File: config.mk
export PLATFORM = sky130hd
export DESIGN_NAME = serial_adder_ctrl_flat
export DESIGN_NICKNAME = d
export VERILOG_FILES = /design/src/rtl/serial_adder_ctrl_if.sv /design/src/rtl/serial_adder_ctrl.sv /design/src/flat_wrapper.sv
export SDC_FILE = /design/constraint.sdc
export NUM_CORES = 1
export LEC_CHECK = 0
export BUFFER_PORTS_ARGS = -buffer_cell sky130_fd_sc_hd__buf_2
export CORE_ASPECT_RATIO = 0.6
export CORE_MARGIN = 2
export CORE_UTILIZATION = 30
export CTS_CLUSTER_SIZE = 28
export DETAILED_ROUTE_END_ITERATION = 10
export GPL_ROUTABILITY_DRIVEN = 0
export SETUP_SLACK_MARGIN = 0.4
export SLEW_MARGIN = 20
export SYNTH_ARGS = -nofsm -noshare
export SYNTH_HDL_FRONTEND = slang
export SYNTH_SLANG_ARGS = --single-unit
File: constraint.sdc
create_clock -name clk -period 1.7 [get_ports clk]
set_clock_uncertainty 0.15 [all_clocks]
set_input_delay 0.17 -clock clk [delete_from_list [all_inputs] [get_ports clk]]
set_output_delay 0.17 -clock clk [all_outputs]
set_load 0.1 [all_outputs]
File: src/rtl/serial_adder_ctrl_if.sv
// Host-side handshake and operand/result bundle for the bit-serial adder.
// The host drives start and the operands; the adder returns status and the registered result.
interface serial_adder_ctrl_if #(
  parameter int WIDTH = 8
);
  logic             start;
  logic [WIDTH-1:0] a;
  logic [WIDTH-1:0] b;
  logic             cin;
  logic             busy;
  logic             done;
  logic [WIDTH-1:0] sum;
  logic             cout;
  logic             ovf;

  modport master (
    output start, a, b, cin,
    input  busy, done, sum, cout, ovf
  );

  modport slave (
    input  start, a, b, cin,
    output busy, done, sum, cout, ovf
  );
endinterface

File: src/rtl/serial_adder_ctrl.sv
// Bit-serial adder: one full_adder cell walks the operands LSB first, one bit per clock,
// with the carry held in a flop between bits and a start/busy/done handshake to the host.
module full_adder (
  input  logic i_a,
  input  logic i_b,
  input  logic i_cin,
  output logic o_sum,
  output logic o_cout
);
  assign o_sum  = i_a ^ i_b ^ i_cin;
  assign o_cout = (i_a & i_b) | (i_cin & (i_a ^ i_b));
endmodule

module serial_adder_ctrl #(
  parameter int WIDTH = 8
) (
  input logic              clk,
  input logic              rst,
  serial_adder_ctrl_if.slave bus
);
  localparam int         CW   = (WIDTH > 1) ? $clog2(WIDTH) : 1;
  localparam logic [4:0] LAST = 5'(WIDTH - 1);

  typedef enum logic [1:0] {
    IDLE = 2'd0,
    RUN  = 2'd1,
    DONE = 2'd2
  } state_t;

  state_t           r_state;
  state_t           w_nextState;
  logic [WIDTH-1:0] r_aSr;
  logic [WIDTH-1:0] r_bSr;
  logic [WIDTH-1:0] r_sSr;
  logic             r_cQ;
  logic [4:0]       r_cnt;
  logic             r_msbCin;
  logic [WIDTH-1:0] r_sum;
  logic             r_cout;
  logic             r_ovf;

  logic             w_faSum;
  logic             w_faCout;
  logic             w_lastBit;
  logic             w_msbCin;
  logic [WIDTH-1:0] w_sNext;
  logic             w_busy;
  logic             w_done;

  full_adder u_fa (
    .i_a    (r_aSr[0]),
    .i_b    (r_bSr[0]),
    .i_cin  (r_cQ),
    .o_sum  (w_faSum),
    .o_cout (w_faCout)
  );

  assign w_lastBit = (r_state == RUN) && (r_cnt == LAST);
  assign w_msbCin  = w_lastBit ? r_cQ : r_msbCin;

  // Partial sum starts cleared, so each new bit is dropped straight into its final position.
  assign w_sNext = r_sSr | ({{(WIDTH-1){1'b0}}, w_faSum} << r_cnt[CW-1:0]);

  always_ff @(posedge clk) begin
    if (rst) begin
      r_state <= IDLE;
    end else begin
      r_state <= w_nextState;
    end
  end

  always_comb begin
    w_nextState = r_state;
    case (r_state)
      IDLE:    if (bus.start) w_nextState = RUN;
      RUN:     if (r_cnt == LAST) w_nextState = DONE;
      DONE:    w_nextState = IDLE;
      default: w_nextState = IDLE;
    endcase
  end

  always_comb begin
    w_busy = 1'b0;
    w_done = 1'b0;
    case (r_state)
      RUN:     w_busy = 1'b1;
      DONE: begin
        w_busy = 1'b1;
        w_done = 1'b1;
      end
      default: begin
        w_busy = 1'b0;
        w_done = 1'b0;
      end
    endcase
  end

  always_ff @(posedge clk) begin
    if (rst) begin
      r_aSr    <= '0;
      r_bSr    <= '0;
      r_sSr    <= '0;
      r_cQ     <= 1'b0;
      r_cnt    <= '0;
      r_msbCin <= 1'b0;
      r_sum    <= '0;
      r_cout   <= 1'b0;
      r_ovf    <= 1'b0;
    end else begin
      r_msbCin <= w_msbCin;
      case (r_state)
        IDLE: begin
          if (bus.start) begin
            r_aSr <= bus.a;
            r_bSr <= bus.b;
            r_cQ  <= bus.cin;
            r_cnt <= '0;
            r_sSr <= '0;
          end
        end
        RUN: begin
          r_sSr <= w_sNext;
          r_cQ  <= w_faCout;
          r_aSr <= {1'b0, r_aSr[WIDTH-1:1]};
          r_bSr <= {1'b0, r_bSr[WIDTH-1:1]};
          r_cnt <= r_cnt + 5'd1;
          // Result registers only move on the edge that enters DONE.
          if (w_lastBit) begin
            r_sum  <= w_sNext;
            r_cout <= w_faCout;
            r_ovf  <= w_msbCin ^ w_faCout;
          end
        end
        default: ;
      endcase
    end
  end

  assign bus.busy = w_busy;
  assign bus.done = w_done;
  assign bus.sum  = r_sum;
  assign bus.cout = r_cout;
  assign bus.ovf  = r_ovf;
endmodule
File: src/flat_wrapper.sv
// flat-port wrapper written by rule: the top's interface ports become plain ports
module serial_adder_ctrl_flat 
#(
  parameter int WIDTH = 8
)
  (clk, rst, bus_start, bus_a, bus_b, bus_cin, bus_busy, bus_done, bus_sum, bus_cout, bus_ovf);
  serial_adder_ctrl_if #(.WIDTH(WIDTH)) bus_i ();
  input logic clk;
  input logic rst;
  input wire logic [$bits(bus_i.start)-1:0] bus_start;
  input wire logic [$bits(bus_i.a)-1:0] bus_a;
  input wire logic [$bits(bus_i.b)-1:0] bus_b;
  input wire logic [$bits(bus_i.cin)-1:0] bus_cin;
  output wire logic [$bits(bus_i.busy)-1:0] bus_busy;
  output wire logic [$bits(bus_i.done)-1:0] bus_done;
  output wire logic [$bits(bus_i.sum)-1:0] bus_sum;
  output wire logic [$bits(bus_i.cout)-1:0] bus_cout;
  output wire logic [$bits(bus_i.ovf)-1:0] bus_ovf;
  assign bus_i.start = bus_start;
  assign bus_i.a = bus_a;
  assign bus_i.b = bus_b;
  assign bus_i.cin = bus_cin;
  assign bus_busy = bus_i.busy;
  assign bus_done = bus_i.done;
  assign bus_sum = bus_i.sum;
  assign bus_cout = bus_i.cout;
  assign bus_ovf = bus_i.ovf;
  serial_adder_ctrl #(.WIDTH(WIDTH)) u_core (.clk(clk), .rst(rst), .bus(bus_i));
endmodule
==> out/summary.txt <==
Register area share after synthesis = 42.3%
Yosys cell types = 34
Die X = 109 µm
Worst-Margin Slew = 451 ps
Detailed-route wire length = 6210 µm
DRT iter0 DRCs = 147
Grt ovf = 0
Vias in the first global route = 1,782
Diodes inserted = 0
Largest net degree at the start of global routing = 30
HPWL Detailed = 3060 µm
DRC viols = 0
Multi-input logic area = 1430 µm²
HP Start = bus_b[2]
CTS tree = done
Synth Flop Type = dfxtp_1
Hold crit path type = in -> reg
Period utilisation layout = 99.4%
Unrepaired setup endpoints after global routing = yes
Synth Instances = 208
FMAX = 592 MHz
CP Capture Type = register
FF-to-FF Start = u_core.r_aSr[0]
CP max FO = 5
MaxCap Viol Count = 0
Status = finished, final reports clean
Final Setup Violations = 0
Flop2flop setup slack = 10 ps
Post-synth top area share = 42.3%
Critical Path RT = 1730 ps
Share of cells above drive strength 1 = 59.1%
Asr flop ratio synth = 0%
R2R Path End = u_core.bus.sum[0]
Clock transition at path regs = 80 ps
Die Height = 67.0 µm
Drt first pass iters = 4
Routed vias = 1,885
Initial core utilization = 31.8%
Synth area leaders = dfxtp_1 (42%), a211oi_2 (9.5%), mux2i_1 (7.6%)
Synthesized flop and latch total = 42
Final Util = 50.5%
CTS buffer count = 5
FILL cells = 567
Core area = 6250 µm²
Post-synth EDFFs = 0
R2r worst-path depth = 6
Hold Vio Cnt, Final = 0
Nets = 302
Top cells by count, synth = dfxtp_1 (42), nor2_1 (26), a21oi_1 (21)
Syn nets = 234
Top-count cell post-synth = dfxtp_1
Hold depth = 3
P per Cell Area = 1520 nW/µm²
Register area = 857 µm²
Per-cell routed wire length = 17.2 µm
Hold_buf cts = 0
Yosys warning count = 0
Root Driver = clkbuf_8
Slew headroom = 69.9%
P&R area growth vs syn = 58.9%
DIE AREA = 7310 µm²
Crit path DAT = 1720 ps
Peak supply drop = 0.000894 V
Minimum clock period = 1690 ps
Global-route usage over all layers = 17.6%
Yosys top cell by area = dfxtp_1
H-tree depth reported by CTS = 2
CP Class = reg -> reg
Clock Sinks = 42
Final Slew Violations = 0
Row cnt = 22
Detail Route Antenna Nets = 0
Syn_area_per_cell = 9.55 µm²
Vias per cell = 5.24
Longest Clk Path Bufs = 2
WHS Endpoint = u_core.r_bSr[2]
Setup crit start kind = register
Antenna violations before repair = 0
Post-Syn Area = 1990 µm²
Post-DP Area = 2340 µm²
Ports = 32
Final Cell Area = 3160 µm²
Clk Latency, worst-skew pair = 300 ps
Leak = 1.17 nW
# port buffers = 31
First-pass GRT wire length = 9450 µm
-- worst max-delay path by stage --
| stage | from | to | slack (ps) | cells after the start |
|---|---|---|---|---|
| 2_1_floorplan | u_core.r_state[0] | u_core.r_sSr[1] | 70 | 8 |
| 3_3_place_gp | u_core.r_cQ | u_core.bus.sum[2] | -40 | 6 |
| 3_5_place_dp | u_core.r_cQ | u_core.bus.sum[2] | -30 | 6 |
| 4_1_cts | u_core.r_cQ | u_core.bus.sum[5] | 4 | 5 |
| 5_1_grt | u_core.r_aSr[0] | u_core.bus.sum[1] | -40 | 5 |
| 6_report | u_core.r_aSr[0] | u_core.bus.sum[0] | 10 | 6 |
-- timing repair --
| action | in CTS | in global routing |
|---|---|---|
| buffers inserted | 21 | 4 |
| endpoints found under the hold margin | 0 | 0 |
| pin swaps | 10 | 24 |
| gates cloned | 10 | 1 |
| gates resized for setup | 61 | 45 |
| endpoints found under the setup margin | 54 | 48 |
-- stage by stage --
| stage | setup slack, ps | total power [mW] | setup TNS (ps) | std cells | hold slack [ps] |
|---|---|---|---|---|---|
| 2_1_floorplan | 73.4 | 2.46 | 0 | 208 | 234 |
| 3_3_place_gp | -38.4 | 2.71 | -51.8 | 317 | 301 |
| 3_5_place_dp | -32.4 | 2.73 | -73.4 | 317 | 308 |
| 4_1_cts | 4.43 | 4.37 | 0 | 355 | 74.0 |
| 5_1_grt | -44.3 | 5.01 | -138 | 360 | 74.5 |
| 6_report | 11.0 | 4.79 | 0 | 360 | 81.7 |
-- flip-flops by register name (all words and copies together), names as in the netlist --
register and cells:
u_core.r_bSr 8, u_core.bus.cout 1, u_core.r_cQ 1, u_core.r_aSr 8, u_core.r_state 2, u_core.bus.sum 8, u_core.bus.ovf 1, u_core.r_cnt 5
u_core.r_sSr 8
-- area by class of cell --
type / count / area share, %
tap: 84 / 3.33
multi-input combinational: 148 / 45.3
sequential: 42 / 27.2
clock buffer: 7 / 3.41
inverter: 8 / 1.11
timing repair buffer: 71 / 19.7
-- layer usage --
layer / vias to the layer above / global-route usage, % / wire (µm)
met3: 5 / 4.99 / 310
met5: - / 0 / 0
li1: 907 / - / -
met2: 40 / 24.5 / 2520
met4: 0 / 4.97 / 40
met1: 933 / 26.0 / 3330
-- power breakdown --
part	internal (mW)	switching (mW)
Clock	0.411	0.360
Sequential	1.15	0.145
Combinational	1.35	1.38
-- worst max-delay path, stage by stage (launching register included) --
cell,delay (ps)
dfxtp_2,340
inv_2,40
fa_2,600
nor2_2,50
buf_6,140
a21oi_4,170
a211oi_2,80
-- kinds of logic after synthesis --
kind of cell | synth area share, %
AOI/OAI and AO/OA | 24.1
xor gates and xnor gates | 0.441
adders and majority gates | 4.16
buffers and inverters | 7.31
DFF | 42.3
muxes | 8.32
and+or+nand+nor | 13.3
-- cell usage in the layout, fill, tap and decap left out, types with 2 or more instances in the layout --
| master | n |
|---|---|
| dfxtp_1 | 33 |
| buf_2 | 19 |
| ha_4 | 5 |
| inv_2 | 4 |
| nor2_2 | 5 |
| and2_4 | 2 |
| nand3_1 | 3 |
| mux2i_1 | 14 |
| inv_4 | 2 |
| dfxtp_2 | 7 |
| a211oi_2 | 19 |
| clkbuf_8 | 6 |
| nor3_1 | 4 |
| a31oi_1 | 3 |
| or3_1 | 2 |
| buf_4 | 31 |
| nor2b_1 | 5 |
| a211oi_1 | 6 |
| buf_6 | 16 |
| a21oi_2 | 4 |
| o21ai_1 | 4 |
| dfxtp_4 | 2 |
| buf_12 | 3 |
| nor2_1 | 10 |
| nor3_2 | 2 |
| a21oi_1 | 14 |
| mux2_4 | 8 |
| nand2_1 | 5 |
| nor2_4 | 11 |
| a21oi_4 | 3 |
| o32ai_1 | 2 |
| clkbuf_16 | 2 |
Note: power is estimated with default switching activity, not from simulation.
